[src/rtl/ui_cmd_parse_mc_if.sv]
// Bus between the UART command parser and its neighbours: the character
// source and echo FIFO, the response generator, the particle sink, the
// memory channels and the go register.
interface ui_cmd_parse_mc_if #(
  parameter int PSIZE     = 52,
  parameter int ADDRWIDTH = 12,
  parameter int DWIDTH    = 16,
  parameter int NUM_CH    = 4
);
  logic [7:0]           rx_data;
  logic                 rx_data_rdy;
  logic                 char_fifo_full;
  logic                 send_resp_val;
  logic [1:0]           send_resp_type;
  logic                 send_resp_done;
  logic                 ui_particle_wr;
  logic [PSIZE-1:0]     ui_particle_data;
  logic                 ui_particle_rdy;
  logic [NUM_CH-1:0]    ui_wr;
  logic [NUM_CH-1:0]    ui_rd;
  logic [ADDRWIDTH-1:0] ui_addr;
  logic [DWIDTH-1:0]    ui_wdata;
  logic                 ui_go_wr;
  logic [31:0]          ui_go_data;
  logic [7:0]           err_count;

  // Parser side
  modport master (
    input  rx_data, rx_data_rdy, char_fifo_full, send_resp_done, ui_particle_rdy,
    output send_resp_val, send_resp_type, ui_particle_wr, ui_particle_data,
           ui_wr, ui_rd, ui_addr, ui_wdata, ui_go_wr, ui_go_data, err_count
  );

  // Environment side
  modport slave (
    output rx_data, rx_data_rdy, char_fifo_full, send_resp_done, ui_particle_rdy,
    input  send_resp_val, send_resp_type, ui_particle_wr, ui_particle_data,
           ui_wr, ui_rd, ui_addr, ui_wdata, ui_go_wr, ui_go_data, err_count
  );
endinterface

[src/rtl/ui_cmd_parse_mc.sv]
// Multi-channel UART command parser: "*<cmd><hex args>" frames become
// particle pushes, channel-indexed memory writes/reads and go commands,
// with ESC abort, '*' resync, inter-character timeout and an error counter.
module ui_cmd_parse_mc #(
  parameter int          PSIZE       = 52,
  parameter int          ADDRWIDTH   = 12,
  parameter int          DWIDTH      = 16,
  parameter int          NUM_CH      = 4,
  parameter int unsigned TIMEOUT_CYC = 1000000
) (
  input  logic              clk,
  input  logic              rst,
  ui_cmd_parse_mc_if.master bus
);

  localparam int AC    = (ADDRWIDTH + 3) / 4;
  localparam int DC    = (DWIDTH + 3) / 4;
  localparam int PC    = (PSIZE + 3) / 4;
  localparam int WC    = 1 + AC + DC;
  localparam int RC    = 1 + AC;
  localparam int GC    = 8;
  localparam int M1    = (PC > WC) ? PC : WC;
  localparam int ARGCH = (M1 > GC) ? M1 : GC;
  localparam int ARGW  = 4 * ARGCH;
  localparam int CW    = $clog2(ARGCH + 1);

  localparam logic [6:0] CH_STAR = 7'h2A;
  localparam logic [6:0] CH_ESC  = 7'h1B;
  localparam logic [1:0] RESP_OK   = 2'b00;
  localparam logic [1:0] RESP_ERR  = 2'b01;
  localparam logic [1:0] RESP_DATA = 2'b10;

  typedef enum logic [2:0] {IDLE, CMD_WAIT, GET_ARG, PUSH_WAIT, SEND_RESP} state_t;
  typedef enum logic [1:0] {CMD_P, CMD_W, CMD_R, CMD_G} cmd_t;

  state_t            state;
  cmd_t              cmd;
  logic              rdy_q;
  logic              new_char;
  logic [6:0]        c;
  logic [6:0]        lc;
  logic              is_hex;
  logic [3:0]        nib;
  logic [ARGW-5:0]   arg;
  logic [ARGW-1:0]   next_arg;
  logic [CW-1:0]     arg_cnt;
  logic [31:0]       tcnt;
  logic              timeout_hit;
  logic [3:0]        ch_sel;
  logic              ch_bad;
  logic [NUM_CH-1:0] ch_hot;
  logic [7:0]        err_inc;
  logic              unused_rx_msb;

  assign unused_rx_msb = bus.rx_data[7];

  // Edge detect on rx_data_rdy so a held strobe yields one character
  always_ff @(posedge clk) begin
    rdy_q <= bus.rx_data_rdy;
  end

  // Character decode, argument assembly with the incoming nibble, channel and timeout checks
  always_comb begin
    c        = bus.rx_data[6:0];
    lc       = c | 7'h20;
    new_char = bus.rx_data_rdy & ~rdy_q & ~bus.char_fifo_full;
    is_hex   = 1'b0;
    nib      = '0;
    if (c >= 7'h30 && c <= 7'h39) begin
      is_hex = 1'b1;
      nib    = c[3:0];
    end else if (lc >= 7'h61 && lc <= 7'h66) begin
      is_hex = 1'b1;
      nib    = lc[3:0] + 4'd9;
    end
    next_arg    = {arg, nib};
    ch_sel      = (cmd == CMD_W) ? next_arg[4*(AC+DC) +: 4] : next_arg[4*AC +: 4];
    ch_bad      = ({1'b0, ch_sel} >= 5'(NUM_CH));
    ch_hot      = NUM_CH'(1) << ch_sel;
    timeout_hit = (TIMEOUT_CYC != 0) && !new_char && (tcnt == 32'(TIMEOUT_CYC - 1));
    err_inc     = (bus.err_count == 8'hFF) ? 8'hFF : bus.err_count + 8'd1;
  end

  // Parser FSM with registered strobes, response request and error counter
  always_ff @(posedge clk) begin
    if (rst) begin
      state                <= IDLE;
      cmd                  <= CMD_P;
      arg                  <= '0;
      arg_cnt              <= '0;
      tcnt                 <= '0;
      bus.send_resp_val    <= 1'b0;
      bus.send_resp_type   <= RESP_ERR;
      bus.ui_particle_wr   <= 1'b0;
      bus.ui_particle_data <= '0;
      bus.ui_wr            <= '0;
      bus.ui_rd            <= '0;
      bus.ui_addr          <= '0;
      bus.ui_wdata         <= '0;
      bus.ui_go_wr         <= 1'b0;
      bus.ui_go_data       <= '0;
      bus.err_count        <= '0;
    end else begin
      bus.send_resp_val <= 1'b0;
      bus.ui_wr         <= '0;
      bus.ui_rd         <= '0;
      bus.ui_go_wr      <= 1'b0;
      // Every state entry outside the timed states happens on a new_char or
      // passes through IDLE/SEND_RESP, so these two clears cover "clear on entry".
      tcnt <= (new_char || state == IDLE || state == SEND_RESP) ? '0 : tcnt + 32'd1;

      case (state)
        IDLE: begin
          if (new_char && c == CH_STAR) state <= CMD_WAIT;
        end

        CMD_WAIT: begin
          if (timeout_hit) begin
            bus.send_resp_val  <= 1'b1;
            bus.send_resp_type <= RESP_ERR;
            bus.err_count      <= err_inc;
            state              <= SEND_RESP;
          end else if (new_char) begin
            arg <= '0;
            if (c == CH_ESC) begin
              state <= IDLE;
            end else if (c == CH_STAR) begin
              state <= CMD_WAIT;
            end else if (lc == 7'h70) begin
              cmd <= CMD_P; arg_cnt <= CW'(PC); state <= GET_ARG;
            end else if (lc == 7'h77) begin
              cmd <= CMD_W; arg_cnt <= CW'(WC); state <= GET_ARG;
            end else if (lc == 7'h72) begin
              cmd <= CMD_R; arg_cnt <= CW'(RC); state <= GET_ARG;
            end else if (lc == 7'h67) begin
              cmd <= CMD_G; arg_cnt <= CW'(GC); state <= GET_ARG;
            end else begin
              bus.send_resp_val  <= 1'b1;
              bus.send_resp_type <= RESP_ERR;
              bus.err_count      <= err_inc;
              state              <= SEND_RESP;
            end
          end
        end

        GET_ARG: begin
          if (timeout_hit) begin
            bus.send_resp_val  <= 1'b1;
            bus.send_resp_type <= RESP_ERR;
            bus.err_count      <= err_inc;
            state              <= SEND_RESP;
          end else if (new_char) begin
            if (c == CH_ESC) begin
              state <= IDLE;
            end else if (c == CH_STAR) begin
              state <= CMD_WAIT;
            end else if (!is_hex) begin
              bus.send_resp_val  <= 1'b1;
              bus.send_resp_type <= RESP_ERR;
              bus.err_count      <= err_inc;
              state              <= SEND_RESP;
            end else if (arg_cnt != CW'(1)) begin
              arg     <= next_arg[ARGW-5:0];
              arg_cnt <= arg_cnt - CW'(1);
            end else begin
              case (cmd)
                CMD_P: begin
                  bus.ui_particle_wr   <= 1'b1;
                  bus.ui_particle_data <= next_arg[PSIZE-1:0];
                  state                <= PUSH_WAIT;
                end
                CMD_W, CMD_R: begin
                  bus.send_resp_val <= 1'b1;
                  state             <= SEND_RESP;
                  if (ch_bad) begin
                    bus.send_resp_type <= RESP_ERR;
                    bus.err_count      <= err_inc;
                  end else if (cmd == CMD_W) begin
                    bus.ui_wr          <= ch_hot;
                    bus.ui_addr        <= next_arg[4*DC +: ADDRWIDTH];
                    bus.ui_wdata       <= next_arg[DWIDTH-1:0];
                    bus.send_resp_type <= RESP_OK;
                  end else begin
                    bus.ui_rd          <= ch_hot;
                    bus.ui_addr        <= next_arg[ADDRWIDTH-1:0];
                    bus.send_resp_type <= RESP_DATA;
                  end
                end
                default: begin
                  bus.ui_go_wr       <= 1'b1;
                  bus.ui_go_data     <= next_arg[31:0];
                  bus.send_resp_val  <= 1'b1;
                  bus.send_resp_type <= RESP_OK;
                  state              <= SEND_RESP;
                end
              endcase
            end
          end
        end

        PUSH_WAIT: begin
          // A transfer on the timeout cycle takes priority over the abort
          if (bus.ui_particle_rdy) begin
            bus.ui_particle_wr <= 1'b0;
            bus.send_resp_val  <= 1'b1;
            bus.send_resp_type <= RESP_OK;
            state              <= SEND_RESP;
          end else if (timeout_hit) begin
            bus.ui_particle_wr <= 1'b0;
            bus.send_resp_val  <= 1'b1;
            bus.send_resp_type <= RESP_ERR;
            bus.err_count      <= err_inc;
            state              <= SEND_RESP;
          end
        end

        SEND_RESP: begin
          if (bus.send_resp_done) state <= IDLE;
        end

        default: state <= IDLE;
      endcase
    end
  end

endmodule

[src/flat_wrapper.sv]
// flat-port wrapper written by rule: the top's interface ports become plain ports
module ui_cmd_parse_mc_flat 
#(
  parameter int          PSIZE       = 52,
  parameter int          ADDRWIDTH   = 12,
  parameter int          DWIDTH      = 16,
  parameter int          NUM_CH      = 4,
  parameter int unsigned TIMEOUT_CYC = 1000000
)
  (clk, rst, bus_rx_data, bus_rx_data_rdy, bus_char_fifo_full, bus_send_resp_done, bus_ui_particle_rdy, bus_send_resp_val, bus_send_resp_type, bus_ui_particle_wr, bus_ui_particle_data, bus_ui_wr, bus_ui_rd, bus_ui_addr, bus_ui_wdata, bus_ui_go_wr, bus_ui_go_data, bus_err_count);
  ui_cmd_parse_mc_if #(.PSIZE(PSIZE), .ADDRWIDTH(ADDRWIDTH), .DWIDTH(DWIDTH), .NUM_CH(NUM_CH)) bus_i ();
  input  logic clk;
  input  logic rst;
  input wire logic [$bits(bus_i.rx_data)-1:0] bus_rx_data;
  input wire logic [$bits(bus_i.rx_data_rdy)-1:0] bus_rx_data_rdy;
  input wire logic [$bits(bus_i.char_fifo_full)-1:0] bus_char_fifo_full;
  input wire logic [$bits(bus_i.send_resp_done)-1:0] bus_send_resp_done;
  input wire logic [$bits(bus_i.ui_particle_rdy)-1:0] bus_ui_particle_rdy;
  output wire logic [$bits(bus_i.send_resp_val)-1:0] bus_send_resp_val;
  output wire logic [$bits(bus_i.send_resp_type)-1:0] bus_send_resp_type;
  output wire logic [$bits(bus_i.ui_particle_wr)-1:0] bus_ui_particle_wr;
  output wire logic [$bits(bus_i.ui_particle_data)-1:0] bus_ui_particle_data;
  output wire logic [$bits(bus_i.ui_wr)-1:0] bus_ui_wr;
  output wire logic [$bits(bus_i.ui_rd)-1:0] bus_ui_rd;
  output wire logic [$bits(bus_i.ui_addr)-1:0] bus_ui_addr;
  output wire logic [$bits(bus_i.ui_wdata)-1:0] bus_ui_wdata;
  output wire logic [$bits(bus_i.ui_go_wr)-1:0] bus_ui_go_wr;
  output wire logic [$bits(bus_i.ui_go_data)-1:0] bus_ui_go_data;
  output wire logic [$bits(bus_i.err_count)-1:0] bus_err_count;
  assign bus_i.rx_data = bus_rx_data;
  assign bus_i.rx_data_rdy = bus_rx_data_rdy;
  assign bus_i.char_fifo_full = bus_char_fifo_full;
  assign bus_i.send_resp_done = bus_send_resp_done;
  assign bus_i.ui_particle_rdy = bus_ui_particle_rdy;
  assign bus_send_resp_val = bus_i.send_resp_val;
  assign bus_send_resp_type = bus_i.send_resp_type;
  assign bus_ui_particle_wr = bus_i.ui_particle_wr;
  assign bus_ui_particle_data = bus_i.ui_particle_data;
  assign bus_ui_wr = bus_i.ui_wr;
  assign bus_ui_rd = bus_i.ui_rd;
  assign bus_ui_addr = bus_i.ui_addr;
  assign bus_ui_wdata = bus_i.ui_wdata;
  assign bus_ui_go_wr = bus_i.ui_go_wr;
  assign bus_ui_go_data = bus_i.ui_go_data;
  assign bus_err_count = bus_i.err_count;
  ui_cmd_parse_mc #(.PSIZE(PSIZE), .ADDRWIDTH(ADDRWIDTH), .DWIDTH(DWIDTH), .NUM_CH(NUM_CH), .TIMEOUT_CYC(TIMEOUT_CYC)) u_core (.clk(clk), .rst(rst), .bus(bus_i));
endmodule
[config.mk]
export PLATFORM = sky130hd
export DESIGN_NAME = ui_cmd_parse_mc_flat
export DESIGN_NICKNAME = d
export VERILOG_FILES = /design/src/rtl/ui_cmd_parse_mc_if.sv /design/src/rtl/ui_cmd_parse_mc.sv /design/src/flat_wrapper.sv
export SDC_FILE = /design/constraint.sdc
export NUM_CORES = 1
export LEC_CHECK = 0
export ABC_CLOCK_PERIOD_IN_PS = 2400
export CORE_MARGIN = 2
export CORE_UTILIZATION = 55
export CTS_CLUSTER_SIZE = 12
export DETAILED_ROUTE_END_ITERATION = 12
export DONT_BUFFER_PORTS = 1
export GPL_TIMING_DRIVEN = 1
export PLACE_DENSITY = 0.72
export SYNTH_ARGS = -nofsm -noshare
export SYNTH_HDL_FRONTEND = slang
export SYNTH_SLANG_ARGS = --single-unit
[constraint.sdc]
create_clock -name clk -period 2.4 [get_ports clk]
set_input_delay 0.36 -clock clk [delete_from_list [all_inputs] [get_ports clk]]
set_output_delay 0.36 -clock clk [all_outputs]
set_load 0.01 [all_outputs]
; Word-level counts from Yosys, hierarchy flattened
; Index checks and enable logic that the tools add are counted.
[classes]
mux = 123
n_reduce_logical = 30
n_addsub = 4
shift = 1
bitwise_logic = 15
n_lt_le_gt_ge = 5
n_eq_ne = 48
[ops]
columns = operator, count
row1 = $mux 48, 8
row2 = $mux 8, 19
row3 = $pmux 48 s2, 1
row4 = $mux 4, 17
row5 = $mux 3, 19
row6 = $mux 2, 22
row7 = $add 32x1->32 const B, 1
row8 = $eq 32x20->1 const B, 1
row9 = $mux 1, 29
row10 = $ne 3x2->1 const B, 9
row11 = $reduce_and 9->1, 3
row12 = $eq 6x6->1 const B, 4
row13 = $pmux 8 s3, 1
row14 = $ne 2x2->1 const B, 11
row15 = $reduce_or 11->1, 2
row16 = $ne 4x4->1 const B, 4
row17 = $reduce_and 16->1, 1
row18 = $reduce_and 8->1, 2
row19 = $pmux 3 s5, 1
row20 = $reduce_and 14->1, 1
row21 = $not 1->1, 13
row22 = $mux 12, 1
row23 = $reduce_and 12->1, 1
row24 = $reduce_and 6->1, 2
row25 = other kinds (40), 53
[word_totals]
output_inout_bits = 133
word_cells = 243
regBits = 223

; Logic depth before layout (Yosys ltp)
; Gate-level depths: netlist of run 1.
[logic_depth]
word_depth = 12
depth_mapped = 12
ltp_nobuf = 9

; Worst setup path after synthesis of run 1
; No wires, ideal clock.
[synth_timing]
path_type = input -> register
startpoint = input port bus_rx_data[1]
endpoint = register u_core.bus.ui_wr[0] in the netlist's numbering
setup_ns = 0.074
path_slack_ns = -0.094
n_path_buf = 1
cell_stages = 9
t_required_ns = 2.326
t_arrival_ns = 2.421
path_cell_list = inv_1 ha_1 nor4_2 or4_1 buf_2 a2111oi_4 nand3b_2 or4b_4 nor3_2
[synth_via]
elab_chain_len = 6
word_cells_on_any_way = 12
classes_between = order compare: 4 / eq/ne: 2 / mux: 2 / bitwise: 1 / reduce/logical: 3
[synth_rtl]
columns = item, line_no
row1 = "start, declared", flat_wrapper.sv:14  ; input wire logic [$bits(bus_i.rx_data)-1:0] bus_rx_data;
row2 = $ge 7x7->1 / $le 7x7->1 (equally long branches), ui_cmd_parse_mc.sv:72  ; end else if (lc >= 7'h61 && lc <= 7'h66) begin
row3 = $logic_and 1x1->1, ui_cmd_parse_mc.sv:72
row4 = $mux 1, ui_cmd_parse_mc.sv:72
row5 = $mux 1, ui_cmd_parse_mc.sv:69  ; if (c >= 7'h30 && c <= 7'h39) begin
row6 = $not 1->1 (no source line), --
row7 = $reduce_or 11->1 (no source line) *, --
row8 = "end signal, assigned", ui_cmd_parse_mc.sv:179  ; bus.ui_wr <= ch_hot;
row9 = "end, declared", ui_cmd_parse_mc_if.sv:31  ; ui_wr, ui_rd, ui_addr, ui_wdata, ui_go_wr, ui_go_data, err_count
; Every way passes the cells marked *; elsewhere a longest branch is shown, timed or not.
; A chain may end at the register's enable or synchronous reset.

; Final worst setup path of run 1
[layout_timing]
startpoint = register u_core.tcnt[6]
endpoint = register u_core.bus.err_count[5] in the netlist's numbering
[layout_via]
elab_chain_len = 4
word_cells_on_any_way = 20
classes_between = eq/ne: 15 / mux: 3 / reduce/logical: 2
[layout_rtl]
columns = item, line_no
row1 = "start, declared", ui_cmd_parse_mc.sv:47  ; logic [31:0] tcnt;
row2 = "start signal, assigned", ui_cmd_parse_mc.sv:110  ; tcnt <= (new_char || state == IDLE || state == SEND_RESP) ? '0 : tcnt + 32'd1;
row3 = $eq 32x20->1 *, ui_cmd_parse_mc.sv:80  ; timeout_hit = (TIMEOUT_CYC != 0) && !new_char && (tcnt == 32'(TIMEOUT_CYC - 1));
row4 = $logic_and 1x1->1 *, ui_cmd_parse_mc.sv:80
row5 = $ne 4x4->1 (no source line) (tied with other cells), --
row6 = $reduce_and 16->1 (no source line) / $pmux 8 s3 (equally long branches), --
row7 = "end signal, assigned", ui_cmd_parse_mc.sv:121  ; bus.err_count <= err_inc;
row8 = "end signal, assigned", ui_cmd_parse_mc.sv:140  ; bus.err_count <= err_inc;
row9 = "end signal, assigned", ui_cmd_parse_mc.sv:150  ; bus.err_count <= err_inc;
row10 = "end, declared", ui_cmd_parse_mc_if.sv:31
; Marks and branches as above.

==> impl_metrics.csv, run 1 <==
group,metric,value,unit
worst_setup_path,cp_max_fo,5,
logic_synthesis,yosysTopAreaCellShare,50.6,%
floorplan,die_y,131,um
route,drt_drc_violations_left,0,
timing,relSlewSlack,67.3,%
timing,setup_ws,-0.0227,ns
logic_synthesis,avgSynthCellArea,8.59,um2
logic_synthesis,ys_async_sr_fraction,0,%
worst_setup_path,worst_ep_arrival_time,2.83,ns
timing,finalCriticalPeriod,2.42,ns
timing,setup_violations,1,
grt,overflow,0,
route,drt_iter0_markers,505,
clocking,clock_latency,0.52,ns
route,vias,7414,
floorplan,floorplan.initialDensity,56.0,%
run_status,violations,"negative hold slack, negative setup slack",
timing,finalHoldViolations,46,
placed_design,port_buffers,0,
timing,min_period_over_period,101,%
logic_synthesis,yosysWarnings,0,
floorplan,ios,147,
logic_synthesis,yosys-top-cells-count,"233 x nand2_1, 223 x dfxtp_1, 131 x a21oi_1, 88 x nor2_1, 52 x clkbuf_1",
timing,hold_slack,-0.0862,ns
logic_synthesis,synth_edf_count,0,
layout,synthToLayoutAreaGrowth,18.0,%
run_status,status,"finished with violations",
power_and_ir_drop,power,7120,uW
clocking,cts_tree,"yes",
grt,grt_pass1_wl,34600,um
logic_synthesis,synth_most_common_cell,"nand2_1",
power_and_ir_drop,vdd.ir_drop.worst,515,uV
layout,n_antenna_cell,0,
clocking,root_buffer,"clkbuf_16",
route,routed_wl,22500,um
timing,drv_slew,0,
floorplan,rows,46,
route,ant_nets,0,
power_and_ir_drop,power_leakage,0.00370,uW
logic_synthesis,synth_nets,1053,
worst_setup_path,required,2.81,ns
timing,worst_slew_pin_slew,0.490,ns
run,cap_violations,0,
logic_synthesis,synthTopCellsByArea,"dfxtp_1 51%, nand2_1 9.9%, a21oi_1 7.4%, a22o_1 4.9%, nor2_1 3.7%",
placed_design,gp_congestion,0.829,
power_and_ir_drop,pwr_density_cell,684,nW/um2
clocking,cts_hold_buf,3,
layout,fin_nets,1102,
logic_synthesis,dominantRegCellSynth,"dfxtp_1",
grt,grt_max_degree,142,
route,drtPass1Iterations,5,
layout,multiInputGateArea,4150,um2
logic_synthesis,synth_cells,1028,
placed_design,hpwlAfterDp,14500,um
logic_synthesis,ys_seq_area_share,50.6,%
worst_setup_path,path_class,"reg -> reg",
grt,antenna_found_initial,0,
floorplan,die_area,17100,um2
clocking,clockBufferDepth,3,
logic_synthesis,yosysTopAreaCell,"dfxtp_1",
layout,nFillCells,1315,
grt,grt_pass1_vias,6711,
timing,finalClockSkew,0.0128,ns
logic_synthesis,ys_ff_latch,223,
worst_setup_path,r2r_slack,-0.02,ns
logic_synthesis,ys_types,66,
clocking,cts_made_buffers,23,
layout,drive_gt1_share,15.4,%
clocking,cts_sinks,223,
timing,timing.fmax,413,MHz
floorplan,dieWidth,131,um
layout,final_cell_area,10400,um2
worst_hold_path,holdCritPathClass,"in -> reg",
clocking,path_clk_slew,0.06,ns
route,wl_per_cell,17.2,um
layout,final-seq-area,4470,um2
worst_setup_path,critical_path.startpoint_type,"flip-flop",
layout,final_util,66.0,%
route,vias_per_cell,5.69,
timing,rsz0062_at_grt,"yes",
floorplan,coreArea,15800,um2
placed_design,place_area,9600,um2
logic_synthesis,syn_area,8830,um2
clocking,htree_levels,1,
grt,grt_usage,25.2,%
worst_setup_path,worst_setup_path_end_kind,"flip-flop",
timing,setup_tns,-0.0227,ns
[stage by stage]
step,instances,setup WS [ns]
6_report,1302,-0.0227
5_1_grt,1302,-0.139
4_1_cts,1301,-0.0255
3_5_place_dp,1262,-0.161
3_3_place_gp,1262,-0.133
2_1_floorplan,1028,-0.0281
[area by class of cell]
cell class                      count  area share [%]
Multi-Input combinational cell    721            39.9
Sequential cell                   223            42.9
Clock inverter                      2           0.240
Tap cell                          216            2.59
Timing Repair Buffer               91            7.42
Inverter                           17           0.613
Clock buffer                       32            6.33
[final timing paths]
check                              startpoint                                           end  cells past startpoint
setup / recovery    u_core.tcnt[6]$_SDFF_PP0_          u_core.bus.err_count[5]$_SDFFE_PP0P_                      8
hold / removal                            rst                  u_core.state[2]$_SDFFE_PP0P_                      1
setup reg to reg    u_core.tcnt[6]$_SDFF_PP0_          u_core.bus.err_count[5]$_SDFFE_PP0P_                      8
hold reg to reg   u_core.arg[44]$_SDFFE_PP0P_  u_core.bus.ui_particle_data[48]$_SDFFE_PP0P_                      2
[flip-flops by register name (all words and copies together) (netlist names), 2 cells and up]
| name | count |
|---|---|
| u_core.bus.ui_wr | 4 |
| u_core.bus.ui_wdata | 16 |
| u_core.arg_cnt | 4 |
| u_core.bus.ui_particle_data | 52 |
| u_core.cmd | 2 |
| u_core.state | 3 |
| u_core.bus.ui_addr | 12 |
| u_core.bus.err_count | 8 |
| u_core.arg | 48 |
| u_core.tcnt | 32 |
| u_core.bus.ui_rd | 4 |
| u_core.bus.send_resp_type | 2 |
| u_core.bus.ui_go_data | 32 |
[kinds of logic after synthesis]
logic type	share of synthesized area (%)
AND/OR/NAND/NOR	22.3
AO/OA/AOI/OAI	17.4
flip-flops	50.6
buffers and inverters	3.80
XOR/XNOR	2.48
multiplexers	1.86
adder cells (fa/ha/maj)	1.56
[critical path, stage by stage (launching register included)]
cell and delay [ns]:
dfxtp_1 0.35, nor3b_1 0.33, nand4_1 0.18, or3_4 0.36
a32o_2 0.26, nor4b_4 0.21, buf_4 0.18, nand4_1 0.12
mux2_4 0.33
[layout by cell type, fill, tap and decap left out, types with 10 or more instances in the layout]
cell,Yosys,routed
a21oi_1,131,131
a22o_1,49,49
and3_1,10,10
buf_4,1,83
clkbuf_16,0,23
dfxtp_1,223,219
inv_1,17,15
mux2i_1,13,13
nand2_1,233,233
nand3_1,17,17
nand4_1,10,10
nor2_1,88,86
o21ai_0,16,16
xnor2_1,10,10
xor2_1,15,15
[metal layers]
| layer | part of all wire [%] | global-route usage [%] | wire, um | vias up |
|---|---|---|---|---|
| li1 | - | - | - | 3631 |
| met1 | 44 | 34.2 | 9790 | 3507 |
| met2 | 47 | 40.6 | 10600 | 241 |
| met3 | 7.2 | 5.74 | 1620 | 35 |
| met4 | 2.1 | 7.13 | 476 | 0 |
| met5 | 0 | 0 | 0 | - |
[report_power, final]
group,internal [uW],leakage [uW],switching (uW)
combinational,51.9,0.00156,66.7
sequential,3700,0.00180,3.49
clock,1900,0.000338,1390
[timing repair]
action | CTS | global route
pin swaps | 5 | 12
setup buffers | 2 | 3
resized for setup | 8 | 15
endpoints found under the hold margin | 131 | 129
setup endpoints to repair | 6 | 27
(Power assumes the default switching activity.)
==> run 2, diff against run 1 <==
CORE_UTILIZATION = 50   (was 55)
PLACE_DENSITY = 0.67   (was 0.72)
==> run 2 against run 1 <==
Net effect:
- the flow still finishes with violations (negative hold slack, negative setup slack)
- clock power increased by 6.7%
- critical path depth unchanged
- core utilization decreased by 5.1 points
- power increased by 3.0%
- final cell count increased by 0.84%
- worst hold slack improved by 0.0012 ns
- critical endpoint unchanged
==> impl_metrics.csv, run 2 (synthesized netlist as in run 1, its figures left out) <==
group,metric,value,unit
timing,drv_slew,0,
route,drt_iter0_markers,513,
placed_design,place_area,9560,um2
route,routed_wl,22500,um
floorplan,coreArea,17300,um2
clocking,cts_tree,"yes",
run_status,status,"finished with violations",
timing,timing.fmax,408,MHz
power_and_ir_drop,power,7340,uW
clocking,path_clk_slew,0.06,ns
timing,min_period_over_period,102,%
grt,grt_max_degree,142,
timing,worst_slew_pin_slew,0.482,ns
placed_design,dp_cells,1263,
power_and_ir_drop,p_sw,1500,uW
layout,layout_commonest_cell,"nand2_1",
grt,antenna_found_initial,0,
clocking,cts_made_buffers,24,
worst_setup_path,worst_setup_path_end_kind,"flip-flop",
clocking,cts_sinks,223,
timing,hold_slack,-0.0850,ns
clocking,clockBufferDepth,3,
power_and_ir_drop,p_comb_share,1.6,%
worst_hold_path,holdCritPathClass,"in -> reg",
floorplan,die_y,137,um
worst_setup_path,cp_max_fo,3,
route,vias,7370,
clocking,cts_hold_buf,5,
worst_setup_path,worst_ep_arrival_time,2.85,ns
floorplan,ios,147,
clocking,htree_levels,1,
layout,synthToLayoutAreaGrowth,19.5,%
layout,top_regs,"u_core.bus.ui_particle_data x52, u_core.arg x48",
power_and_ir_drop,vdd.ir_drop.worst,550,uV
layout,layout_common_cells,"233 x nand2_1, 215 x dfxtp_1, 130 x a21oi_1",
clocking,clock_latency,0.52,ns
timing,setup_violations,1,
layout,top_register,"u_core.bus.ui_particle_data",
power_and_ir_drop,switching_share,20.5,%
timing,setup_ws,-0.0494,ns
placed_design,gp_congestion,0.878,
route,ant_nets,0,
run,cap_violations,0,
floorplan,dieWidth,137,um
route,drt_drc_violations_left,0,
timing,finalCriticalPeriod,2.45,ns
placed_design,hpwlAfterDp,14700,um
worst_setup_path,required,2.80,ns
power_and_ir_drop,p_seq_share,50.6,%
power_and_ir_drop,p_int,5830,uW
timing,finalHoldViolations,4,
route,wl_per_cell,17.2,um
worst_hold_path,hold_path_depth,1,
grt,overflow,0,
layout,largest_reg_flops,52,
route,drtPass1Iterations,5,
layout,final_cell_area,10500,um2
grt,grt_pass1_wl,35200,um
floorplan,rows,48,
timing,relSlewSlack,67.8,%
clocking,root_buffer,"clkbuf_16",
grt,grt_usage,23.4,%
worst_setup_path,r2r_cells,8,
layout,drive_gt1_share,16.1,%
layout,fin_nets,1102,
floorplan,floorplan.initialDensity,51.0,%
route,vias_per_cell,5.61,
power_and_ir_drop,power_leakage,0.00375,uW
run_status,violations,"negative hold slack, negative setup slack",
layout,fin_cells,1313,
power_and_ir_drop,power.share.clock,47.8,%
timing,finalClockSkew,0.00943,ns
layout,n_antenna_cell,0,
floorplan,die_area,18700,um2
placed_design,port_buffers,0,
placed_design,pre_cts_slack,-0.226,ns
power_and_ir_drop,pwr_density_cell,696,nW/um2
worst_setup_path,path_class,"reg -> reg",
worst_setup_path,critical_path.startpoint_type,"flip-flop",
layout,nFillCells,1538,
grt,grt_pass1_vias,6598,
timing,rsz0062_at_grt,"yes",
==> run 2: changes by cell type in the layout (fill, tap and decap cells not counted), moves of 2 or more <==
cell           previous run  this run
a211oi_2                  2         4
buf_4                    83        74
buf_6                     0         2
dfxtp_1                 219       215
dlygate4sd3_1             1         5
dfxtp_2                   4         8
a211oi_1                  6         4
==> run 2: through the flow <==
stage | TNS [ns] | util (%)
finish | -0.0494 | 61.0
global route | -0.635 | 61.0
CTS | -0.0265 | 60.3
detailed placement | -1.45 | 55.3
global placement | -1.01 | 55.3
floorplan | -0.112 | -
==> run 2: per-layer routing <==
layer / wire (um) / track usage (%) / part of all wire, %
met1: 9600 / 31.5 / 43
met2: 10600 / 37.3 / 47
met3: 1900 / 6.04 / 8.4
met4: 462 / 6.64 / 2.1
met5: 0 / 0 / 0
==> run 2: layout make-up <==
| cell class | instances | area, um2 | share of cell area, % |
|---|---|---|---|
| Tap cell | 225 | 282 | 2.67 |
| Inverter | 17 | 63.8 | 0.605 |
| Clock buffer | 32 | 681 | 6.45 |
| Sequential cell | 223 | 4470 | 42.4 |
| Multi-Input combinational cell | 721 | 4190 | 39.7 |
| Timing Repair Buffer | 90 | 793 | 7.52 |
| Clock inverter | 5 | 65.1 | 0.617 |
==> run 2: power groups by stage <==
stage	Combinational, uW	Clock (uW)	Sequential [uW]
4_1_cts	113	3570	3710
3_5_place_dp	109	0	3790
6_report	118	3510	3710
5_1_grt	128	3730	3710
3_3_place_gp	108	0	3790
2_1_floorplan	104	0	3790
==> run 2: what timing repair did <==
item	in CTS	in global routing
gates resized for setup	10	23
hold endpoints to repair	131	125
cloned	1	0
buffers inserted	3	5
endpoints found under the setup margin	8	26
pin swaps	8	10
==> run 2: worst paths after layout <==
check                                    from                                           end  slack [ns]
setup / recovery   u_core.tcnt[24]$_SDFF_PP0_          u_core.bus.err_count[5]$_SDFFE_PP0P_       -0.05
hold / removal                            rst                  u_core.state[2]$_SDFFE_PP0P_       -0.08
setup reg to reg   u_core.tcnt[24]$_SDFF_PP0_          u_core.bus.err_count[5]$_SDFFE_PP0P_       -0.05
hold reg to reg   u_core.arg[45]$_SDFFE_PP0P_  u_core.bus.ui_particle_data[49]$_SDFFE_PP0P_        0.46
==> run 2: critical path: stages (launching register included) <==
cell and delay (ns):
dfxtp_2 0.33, nor4_4 0.29, nand4_1 0.17, or3_4 0.40, a32o_2 0.26, nor4b_4 0.28
buf_4 0.17, nand4_1 0.11, mux2_4 0.32
==> run 3, diff against run 2 <==
CAP_MARGIN = 20   (was default)
CTS_BUF_LIST = sky130_fd_sc_hd__clkbuf_4 sky130_fd_sc_hd__clkbuf_8   (was default)
CTS_CLUSTER_DIAMETER = 100   (was default)
==> run 3 against run 2 <==
Net effect:
- the run still ends with negative hold slack, negative setup slack left
- global-route usage shrank 0.62 points
- routed wire length shrank 1.7%
- final cell count shrank 0.91%
- clock skew grew 0.025 ns
- fmax grew 1.3%
- clock power shrank 42%
- sequential power is essentially flat
- sequential share of layout area grew 1.8 points
- count of clock-buffer cells in the layout shrank 9
- first-iteration DRC count shrank 4.5%
- final area shrank 4.0%
- largest power group unchanged
==> impl_metrics.csv, run 3 (synthesized netlist as in run 1, its figures left out) <==
group,metric,value,unit
grt,grt_use_met2,36.4,%
layout,final_cell_area,10100,um2
layout,multiInputGateArea,4180,um2
grt,grt_pass1_wl,34500,um
power_and_ir_drop,power_leakage,0.00355,uW
layout,layout_commonest_cell,"nand2_1",
timing,min_period_over_period,101,%
timing,hold_slack,-0.119,ns
run_status,violations,"negative hold slack, negative setup slack",
placed_design,place_area,9560,um2
layout,n_antenna_cell,0,
timing,finalCriticalPeriod,2.42,ns
route,drtPass1Iterations,4,
route,drt_drc_violations_left,0,
timing,timing.fmax,413,MHz
placed_design,hpwlAfterDp,14700,um
run,cap_violations,0,
worst_setup_path,cp_max_fo,3,
layout,synthToLayoutAreaGrowth,14.7,%
worst_hold_path,holdCritPathClass,"in -> reg",
layout,drive_gt1_share,15.4,%
timing,finalClockSkew,0.0346,ns
floorplan,die_y,137,um
worst_setup_path,critPathMostFrequentCell,"nand4_1",
route,ant_nets,0,
route,routed_wl,22100,um
grt,antenna_found_initial,0,
clocking,cts_sinks,223,
floorplan,dieWidth,137,um
placed_design,pre_cts_slack,-0.226,ns
layout,fin_cells,1301,
route,vias,7278,
floorplan,rows,48,
timing,drv_slew,0,
clocking,htree_levels,1,
route,wl_per_cell,17.0,um
placed_design,port_buffers,0,
grt,grt.busiest_layer,"met2",
layout,top_regs,"u_core.bus.ui_particle_data x52, u_core.arg x48",
floorplan,floorplan.initialDensity,51.0,%
timing,finalHoldViolations,8,
placed_design,dp_cells,1263,
clocking,clock_latency,0.54,ns
layout,fin_nets,1101,
worst_setup_path,worst_ep_arrival_time,2.85,ns
timing,relSlewSlack,68.6,%
worst_setup_path,path_class,"reg -> reg",
grt,overflow,0,
worst_setup_path,worst_setup_path_end_kind,"flip-flop",
layout,top_register,"u_core.bus.ui_particle_data",
timing,setup_ws,-0.0184,ns
timing,setup_violations,1,
worst_setup_path,critical_path.startpoint_type,"flip-flop",
grt,met1_usage,31.4,%
clocking,cts_hold_buf,5,
layout,final-seq-area,4470,um2
worst_setup_path,path_cells,"nor4_4 -> nand4_1 -> or3_4 -> a32o_2 -> nor4b_4 -> buf_4 -> nand4_1 -> mux2_1",
power_and_ir_drop,pwr_density_cell,579,nW/um2
floorplan,ios,147,
clocking,clockBufferDepth,3,
clocking,cts_tree,"yes",
run_status,status,"finished with violations",
layout,nFillCells,1581,
layout,layout_common_cells,"233 x nand2_1, 215 x dfxtp_1, 128 x a21oi_1",
timing,worst_slew_pin_slew,0.470,ns
timing,rsz0062_at_grt,"yes",
grt,grt_pass1_vias,6476,
grt,grt_max_degree,142,
layout,largest_reg_flops,52,
route,drt_iter0_markers,490,
grt,use_met3,5.30,%
power_and_ir_drop,power,5870,uW
worst_setup_path,cp_slowest_cell,"or3_4",
placed_design,gp_congestion,0.878,
floorplan,die_area,18700,um2
route,vias_per_cell,5.59,
floorplan,coreArea,17300,um2
power_and_ir_drop,vdd.ir_drop.worst,473,uV
clocking,root_buffer,"clkbuf_8",
grt,grt_usage,22.8,%
clocking,cts_made_buffers,22,
clocking,path_clk_slew,0.08,ns
worst_setup_path,required,2.84,ns
worst_setup_path,max_stage_delay,0.40,ns
## run 3: timing repair
action | 4_1_cts | 5_1_grt
setup buffers | 3 | 6
gates cloned | 1 | 0
pin swaps | 7 | 10
endpoints found under the hold margin | 131 | 126
gates resized for setup | 8 | 25
setup endpoints to repair | 8 | 28
## run 3: per-stage QoR
stage | TNS [ns] | utilization [%]
finish | -0.0184 | 58.6
global placement | -1.01 | 55.3
floorplan | -0.112 | -
global route | -0.637 | 58.6
CTS | -0.0179 | 57.8
detailed placement | -1.45 | 55.3
## run 3: power breakdown
part	internal [uW]	switching (uW)
combinational	50.3	66.7
clock	857	1190
sequential	3700	3.41
total	4610	1260
## run 3: routing by layer
metal	wire length (um)	up-vias
met5	0	-
met4	321	0
met3	1770	31
met2	10300	200
met1	9770	3440
li1	-	3607
## run 3: final timing paths
check	from	endpoint	slack, ns	cells past startpoint
worst max-delay path	u_core.tcnt[24]$_SDFF_PP0_	u_core.bus.err_count[5]$_SDFFE_PP0P_	-0.02	8
worst min-delay path	rst	u_core.state[2]$_SDFFE_PP0P_	-0.12	1
worst max register to register	u_core.tcnt[24]$_SDFF_PP0_	u_core.bus.err_count[5]$_SDFFE_PP0P_	-0.02	8
worst min register to register	u_core.arg[45]$_SDFFE_PP0P_	u_core.bus.ui_particle_data[49]$_SDFFE_PP0P_	0.46	2
## run 3: worst max-delay path, delay by kind of cell (launching register included)
| kind | cells | cell delay (ns) |
|---|---|---|
| simple gates | 5 | 1.25 |
| compound gates | 1 | 0.26 |
| mux | 1 | 0.33 |
| flops | 1 | 0.34 |
| buf+inv | 1 | 0.17 |
## run 3: layout make-up
cell class                 count  share of cell area [%]
clock buffer                  23                    3.13
tap                          225                    2.78
clock inverter                 1                  0.0741
multi-input combinational    721                    41.3
sequential                   223                    44.2
timing repair buffer          91                    7.91
inverter                      17                   0.630
